<file path="src/rtl/pulse_capture_ctrl.sv">
// Velocimeter front end: samples the wheel-sensor line into a 1-bit sample RAM
// at a fixed tick rate, then scans the RAM back and counts rising edges.
module pulse_capture_ctrl #(
    parameter int DEPTH      = 30000,
    parameter int AW         = 15,
    parameter int SAMPLE_DIV = 1000,
    parameter int CW         = 15
) (
    input  logic          clka,
    input  logic          rst,
    input  logic          start,
    input  logic          sensor_in,
    output logic          wea,
    output logic [AW-1:0] addra,
    output logic          dina,
    input  logic          douta,
    output logic          busy,
    output logic          done,
    output logic [CW-1:0] edge_count
);

    localparam int            TW        = (SAMPLE_DIV > 1) ? $clog2(SAMPLE_DIV) : 1;
    localparam logic [TW-1:0] TICK_LAST = TW'(SAMPLE_DIV - 1);
    localparam logic [AW-1:0] ADDR_LAST = AW'(DEPTH - 1);

    localparam logic [1:0] ST_IDLE    = 2'd0;
    localparam logic [1:0] ST_CAPTURE = 2'd1;
    localparam logic [1:0] ST_SCAN    = 2'd2;
    localparam logic [1:0] ST_DONE    = 2'd3;

    logic [1:0]    state;
    logic          s1;
    logic          s2;
    logic [TW-1:0] tick_cnt;
    logic          tick;
    logic [AW-1:0] wr_addr;
    logic          wr_last;    // final write has been issued onto the RAM port
    logic          rd_valid;   // douta carries data for an address presented last cycle
    logic          rd_last;    // douta carries the bit for address DEPTH-1
    logic          first_bit;  // next consumed bit is address 0 (seeds prev only)
    logic          prev_bit;
    logic [CW-1:0] count;
    logic          rise;

    // Two-flop synchronizer for the asynchronous sensor line, active in every state
    always_ff @(posedge clka) begin
        if (rst) begin
            s1 <= 1'b0;
            s2 <= 1'b0;
        end else begin
            s1 <= sensor_in;
            s2 <= s1;
        end
    end

    // Sample tick, rising-edge detect on returned RAM data, and busy flag
    always_comb begin
        tick = (tick_cnt == TICK_LAST);
        rise = rd_valid && !first_bit && !prev_bit && douta;
        busy = (state == ST_CAPTURE) || (state == ST_SCAN);
    end

    // Capture/scan sequencer with registered RAM port outputs
    always_ff @(posedge clka) begin
        if (rst) begin
            state      <= ST_IDLE;
            wea        <= 1'b0;
            addra      <= '0;
            dina       <= 1'b0;
            done       <= 1'b0;
            edge_count <= '0;
            tick_cnt   <= '0;
            wr_addr    <= '0;
            wr_last    <= 1'b0;
            rd_valid   <= 1'b0;
            rd_last    <= 1'b0;
            first_bit  <= 1'b1;
            prev_bit   <= 1'b0;
            count      <= '0;
        end else begin
            done <= 1'b0;
            case (state)
                ST_IDLE: begin
                    wea   <= 1'b0;
                    addra <= '0;
                    if (start) begin
                        state    <= ST_CAPTURE;
                        wr_addr  <= '0;
                        tick_cnt <= '0;
                        wr_last  <= 1'b0;
                    end
                end
                ST_CAPTURE: begin
                    tick_cnt <= tick ? '0 : tick_cnt + TW'(1);
                    // Writes are registered, so the last write is on the port one
                    // cycle after it is issued; leave CAPTURE only after that cycle.
                    if (wr_last) begin
                        wea       <= 1'b0;
                        addra     <= '0;
                        state     <= ST_SCAN;
                        rd_valid  <= 1'b0;
                        rd_last   <= 1'b0;
                        first_bit <= 1'b1;
                        count     <= '0;
                    end else if (tick) begin
                        wea   <= 1'b1;
                        addra <= wr_addr;
                        dina  <= s2;
                        if (wr_addr == ADDR_LAST) begin
                            wr_last <= 1'b1;
                        end else begin
                            wr_addr <= wr_addr + AW'(1);
                        end
                    end else begin
                        wea <= 1'b0;
                    end
                end
                ST_SCAN: begin
                    wea      <= 1'b0;
                    rd_valid <= 1'b1;
                    if (addra == ADDR_LAST) begin
                        rd_last <= 1'b1;
                    end else begin
                        addra <= addra + AW'(1);
                    end
                    if (rd_valid) begin
                        first_bit <= 1'b0;
                        prev_bit  <= douta;
                        if (rise) begin
                            count <= count + CW'(1);
                        end
                    end
                    if (rd_last) begin
                        state      <= ST_DONE;
                        edge_count <= count + CW'(rise);
                        done       <= 1'b1;
                        addra      <= '0;
                    end
                end
                ST_DONE: begin
                    wea   <= 1'b0;
                    state <= ST_IDLE;
                end
                default: begin
                    state <= ST_IDLE;
                end
            endcase
        end
    end

endmodule

</file>
<file path="config.mk">
export PLATFORM = sky130hd
export DESIGN_NAME = pulse_capture_ctrl
export DESIGN_NICKNAME = d
export VERILOG_FILES = /design/src/rtl/pulse_capture_ctrl.sv
export SDC_FILE = /design/constraint.sdc
export NUM_CORES = 1
export LEC_CHECK = 0
export CORE_UTILIZATION = 50
export DETAILED_ROUTE_END_ITERATION = 8
export HOLD_SLACK_MARGIN = 0.03
export PLACE_DENSITY_LB_ADDON = 0.1
export SLEW_MARGIN = 10
export SYNTH_ARGS = -nofsm -noshare
export SYNTH_HDL_FRONTEND = slang
export SYNTH_SLANG_ARGS = --single-unit
</file>
<file path="constraint.sdc">
create_clock -name clka -period 2.3 [get_ports clka]
set_input_delay 0.575 -clock clka [delete_from_list [all_inputs] [get_ports clka]]
set_output_delay 0.575 -clock clka [all_outputs]
set_load 0.005 [all_outputs]
</file>
After elaboration in Yosys (flattened, before gate mapping)
Cells that the tools add are included.
{ "word_totals": {"reg_bits": 82, "output_inout_bits": 34} }
{ "op_classes": {"eq_ne": 17, "bitwise": 2, "addsub": 5, "n_reduce_logical": 23, "n_mux": 37} }
{ "ops": {"columns": ["op", "count"], "rows": [
  ["15-bit 2-to-1 mux", 11],
  ["15-bit one-hot mux with 2 select lines", 2],
  ["15-bit by 1-bit adder with 15-bit output (second input constant)", 3],
  ["15-bit one-hot mux with 3 select lines", 1],
  ["15-bit == test (second input constant)", 2],
  ["10-bit 2-to-1 mux", 2],
  ["10-bit one-hot mux with 2 select lines", 1],
  ["2-bit != test (second input constant)", 8],
  ["15-bit by 1-bit adder with 15-bit output", 1],
  ["3-bit AND reduction", 5],
  ["1-bit 2-to-1 mux", 11],
  ["10-bit by 1-bit adder with 10-bit output (second input constant)", 1],
  ["10-bit == test (second input constant)", 1],
  ["1-bit one-hot mux with 2 select lines", 5],
  ["2-bit one-hot mux with 4 select lines", 1],
  ["2-bit AND reduction", 4],
  ["2-bit 2-to-1 mux", 3],
  ["3-bit != test (second input constant)", 2],
  ["5-bit AND reduction", 1],
  ["2-bit == test (second input constant)", 2],
  ["4-bit AND reduction", 1],
  ["2-bit nonzero test", 2],
  ["1-bit logical AND", 3],
  ["3-bit nonzero test", 1],
  ["8 further kinds", 10]
]} }

Longest topological paths before layout
{ "depth": {"ltp_word": 7, "ltp_mapped": 8} }

Least setup slack after synthesis
Ideal clock, no wire load.
{ "synth_path": {"path_kind": "input to register", "from": "input douta", "to": "register edge_count[13]", "path_slack_ns": 0.082, "arrival_ns": 2.127, "stages": 7, "n_path_buf": 1, "setup_time_ns": 0.091, "t_required_ns": 2.209, "path_cell_list": "and4bb_2 ha_1 nand3_1 or2_2 clkbuf_1 or3_1 a311oi_1"} }
{ "synth_via": {"elab_chain_cells": 2} }
{ "synth_lines": {"columns": ["element", "line_no", "text"], "rows": [
  ["start: declaration", "16", "input logic douta,"],
  ["1-bit logical AND", "59", "rise = rd_valid && !first_bit && !prev_bit && douta;"],
  ["15-bit by 1-bit adder with 15-bit output", "135", "edge_count <= count + CW'(rise);"],
  ["end signal: assignment", "135", null],
  ["end: declaration", "19", "output logic [CW-1:0] edge_count"]
]} }
Every way passes these cells.
A chain may end at the register's enable or synchronous reset.

Worst setup path after layout
Ends and elaborated chain as after synthesis.

==> metrics <==
synthesized flop and latch total 82; Crit Path Class in2reg; Die Ht 93.3 µm; nets@finish 565; Synthesized Nets 504; number of max-cap violations 0; post-synthesis mux area share 0.751%; share of layout cells above drive strength 1 14.1%; Final Total Pwr 0.00366 W; GRT Overall Usage 24.8%; Syn Inst Count 488; fin area 0.00510 mm²; worst-margin pin slew 601 ps; Worst-path clk slew 80 ps; final period utilization 97.2%; Core ar. 0.00789 mm²; clk buf depth 2; final slew viol count 0; Leak 1.74 nW; initial DRC count 125; ys flop type dfxtp_1; Fin. Hold Viols 0; asr flop ratio synth 0%; full die area 0.00870 mm²; simple-gate share of the synthesized area 27.5%; num rows 32; DR DRC count 0; worst hold-check path type reg2reg; adder-cell share of the synthesized area 3.30%; EDFF count, synth 0; most area-consuming cells after synthesis dfxtp_1 (39%), xnor2_1 (6.3%), nor2_1 (5.2%), nand2_1 (3.7%), ha_1 (3.3%); Worst setup SP type input port; drt first pass iters 4; initial antenna violation count 0; total negative slack 0 ps; Sink Count 82; Avg Inst Size Synth 8.54 µm²; Via density 5.86; CP Data Required Time 2570 ps; Clk Latency, worst-skew pair 350 ps; Area after DPL 0.00485 mm²; worst-path fanout max 2; Rel. slew slack 59.9%; final setup fails 0; # diodes 0; Max IR drop VDD 0.495 mV; Root Buffer clkbuf_8; min Tclk post-route 2240 ps; synthesized cell area 0.00417 mm²; worst setup margin 63.3 ps; main combinational cell family by area after synthesis simple AND/OR/NAND/NOR gates; Antenna Nets Post-Route 0; P per Cell Area 717 mW/mm²; register area share after synthesis 39.4%; crit path DAT 2510 ps; Clock Skew 7.87 ps; Peak Freq 447 MHz; top-count cell post-synth dfxtp_1; status finished clean; WL final 10,200 µm; Final Wtd Congestion 0.853; Warnings, synthesis 0; Final HPWL DP 7280 µm; largest net degree at the start of global routing 29; GRT overflow 0; wire per inst 15.5 µm; CTS tree yes; H-tree depth 3; via count 3,841; Die W 93.3 µm; first-pass GRT wire length 17,100 µm; CTS Hold Bufs 0; starting density of the core 52.8%; RSZ-0062 raised after global routing yes; vias in the first global route 3,533; total CTS buffers 9; Distinct cells, synth 59; area growth from synthesis to layout 22.5%; Ports 39; XOR/XNOR share of the synthesized area 8.62%; Hold Slack 456 ps; CP endpoint kind register; cell taking the most area after synthesis dfxtp_1; post-synthesis compound-gate area fraction 16.6%; top cells by count, synth dfxtp_1 (82), nor2_1 (58), nand2_1 (41); Post-Place Worst Slack -297 ps; port buffer count 38; Synth top area share 39.4%
[layer usage]
layer  GRT usage [%]  wire length (µm)
met2            42.8              4920
met1            30.7              4570
met4            9.87               240
met5               0                 0
met3            4.23               421
[cells by family after synthesis]
logic type / after synthesis
multiplexers: 3
adder cells (fa/ha/maj): 11
flip-flops: 82
AO/OA/AOI/OAI: 97
AND/OR/NAND/NOR: 214
buffers and inverters: 40
XOR/XNOR: 41
[state kept, by name, indices dropped and copies added (netlist names)]
signal / flops
s1: 1
rd_last: 1
tick_cnt: 10
rd_valid: 1
wr_addr: 15
count: 15
wea: 1
state: 2
addra: 15
done: 1
first_bit: 1
wr_last: 1
dina: 1
prev_bit: 1
s2: 1
edge_count: 15
[layout by cell type (no fill, tap or decap), drive strengths merged, types with 6 or more instances in the layout]
cell type and n:
o2bb2ai 8, dfxtp 82, clkbuf 11, buf 40, clkdlybuf4s50 38, nor2b 8
and3 8, nor3 11, nand4 15, xor2 11, a21oi 25, and4 7
xnor2 30, a22oi 6, o21ai 10, nand2 41, nand2b 6, a211oi 12
nand3 20, inv 12, nor2 59, ha 11, or3 6, nor4 14
a311oi 6
[worst max-delay path, cell delays in order]
cell             delay (ps)
clkdlybuf4s50_1         480
and4bb_2                250
ha_1                    170
nand3_1                  90
or2_2                   320
or3_1                   360
a311oi_2                260
[stage by stage]
step	cells	util, %
floorplan	488	-
global placement	638	61.5
detailed placement	638	61.5
CTS	654	64.0
global route	656	64.7
finish	656	64.7
[what timing repair did]
action                                  CTS  global route
resized for setup                         3             8
endpoints found under the setup margin    1            27
buffers inserted                          0             2
pin swaps                                 0             2
[area by class of cell]
type	count	area, µm²
clock buffer	11	151
sequential	82	1640
clock inverter	5	38.8
multi-input combinational	366	2420
timing repair buffer	78	681
fill	671	2780
inverter	12	45.0
tap	102	128
[final timing paths]
path                         startpoint                           to  slack, ps  depth (start not counted)
hold reg to reg           s2$_SDFF_PP0_            dina$_SDFFE_PP0P_        460                          2
hold / removal            s2$_SDFF_PP0_            dina$_SDFFE_PP0P_        460                          2
setup / recovery                  douta  edge_count[13]$_SDFFE_PP0P_         60                          7
setup reg to reg  state[1]$_SDFFE_PP0P_      wr_addr[6]$_SDFFE_PP0P_        160                          7
[power by group]
part / switching (W) / internal, W / leakage [nW] / total (W)
combinational: 0.000681 / 0.000474 / 0.981 / 0.00115
clock: 0.000533 / 0.000455 / 0.0955 / 0.000987
sequential: 0.0000492 / 0.00147 / 0.662 / 0.00152
total: 0.00126 / 0.00240 / 1.74 / 0.00366
No activity file was read; power rests on OpenSTA's default activity.
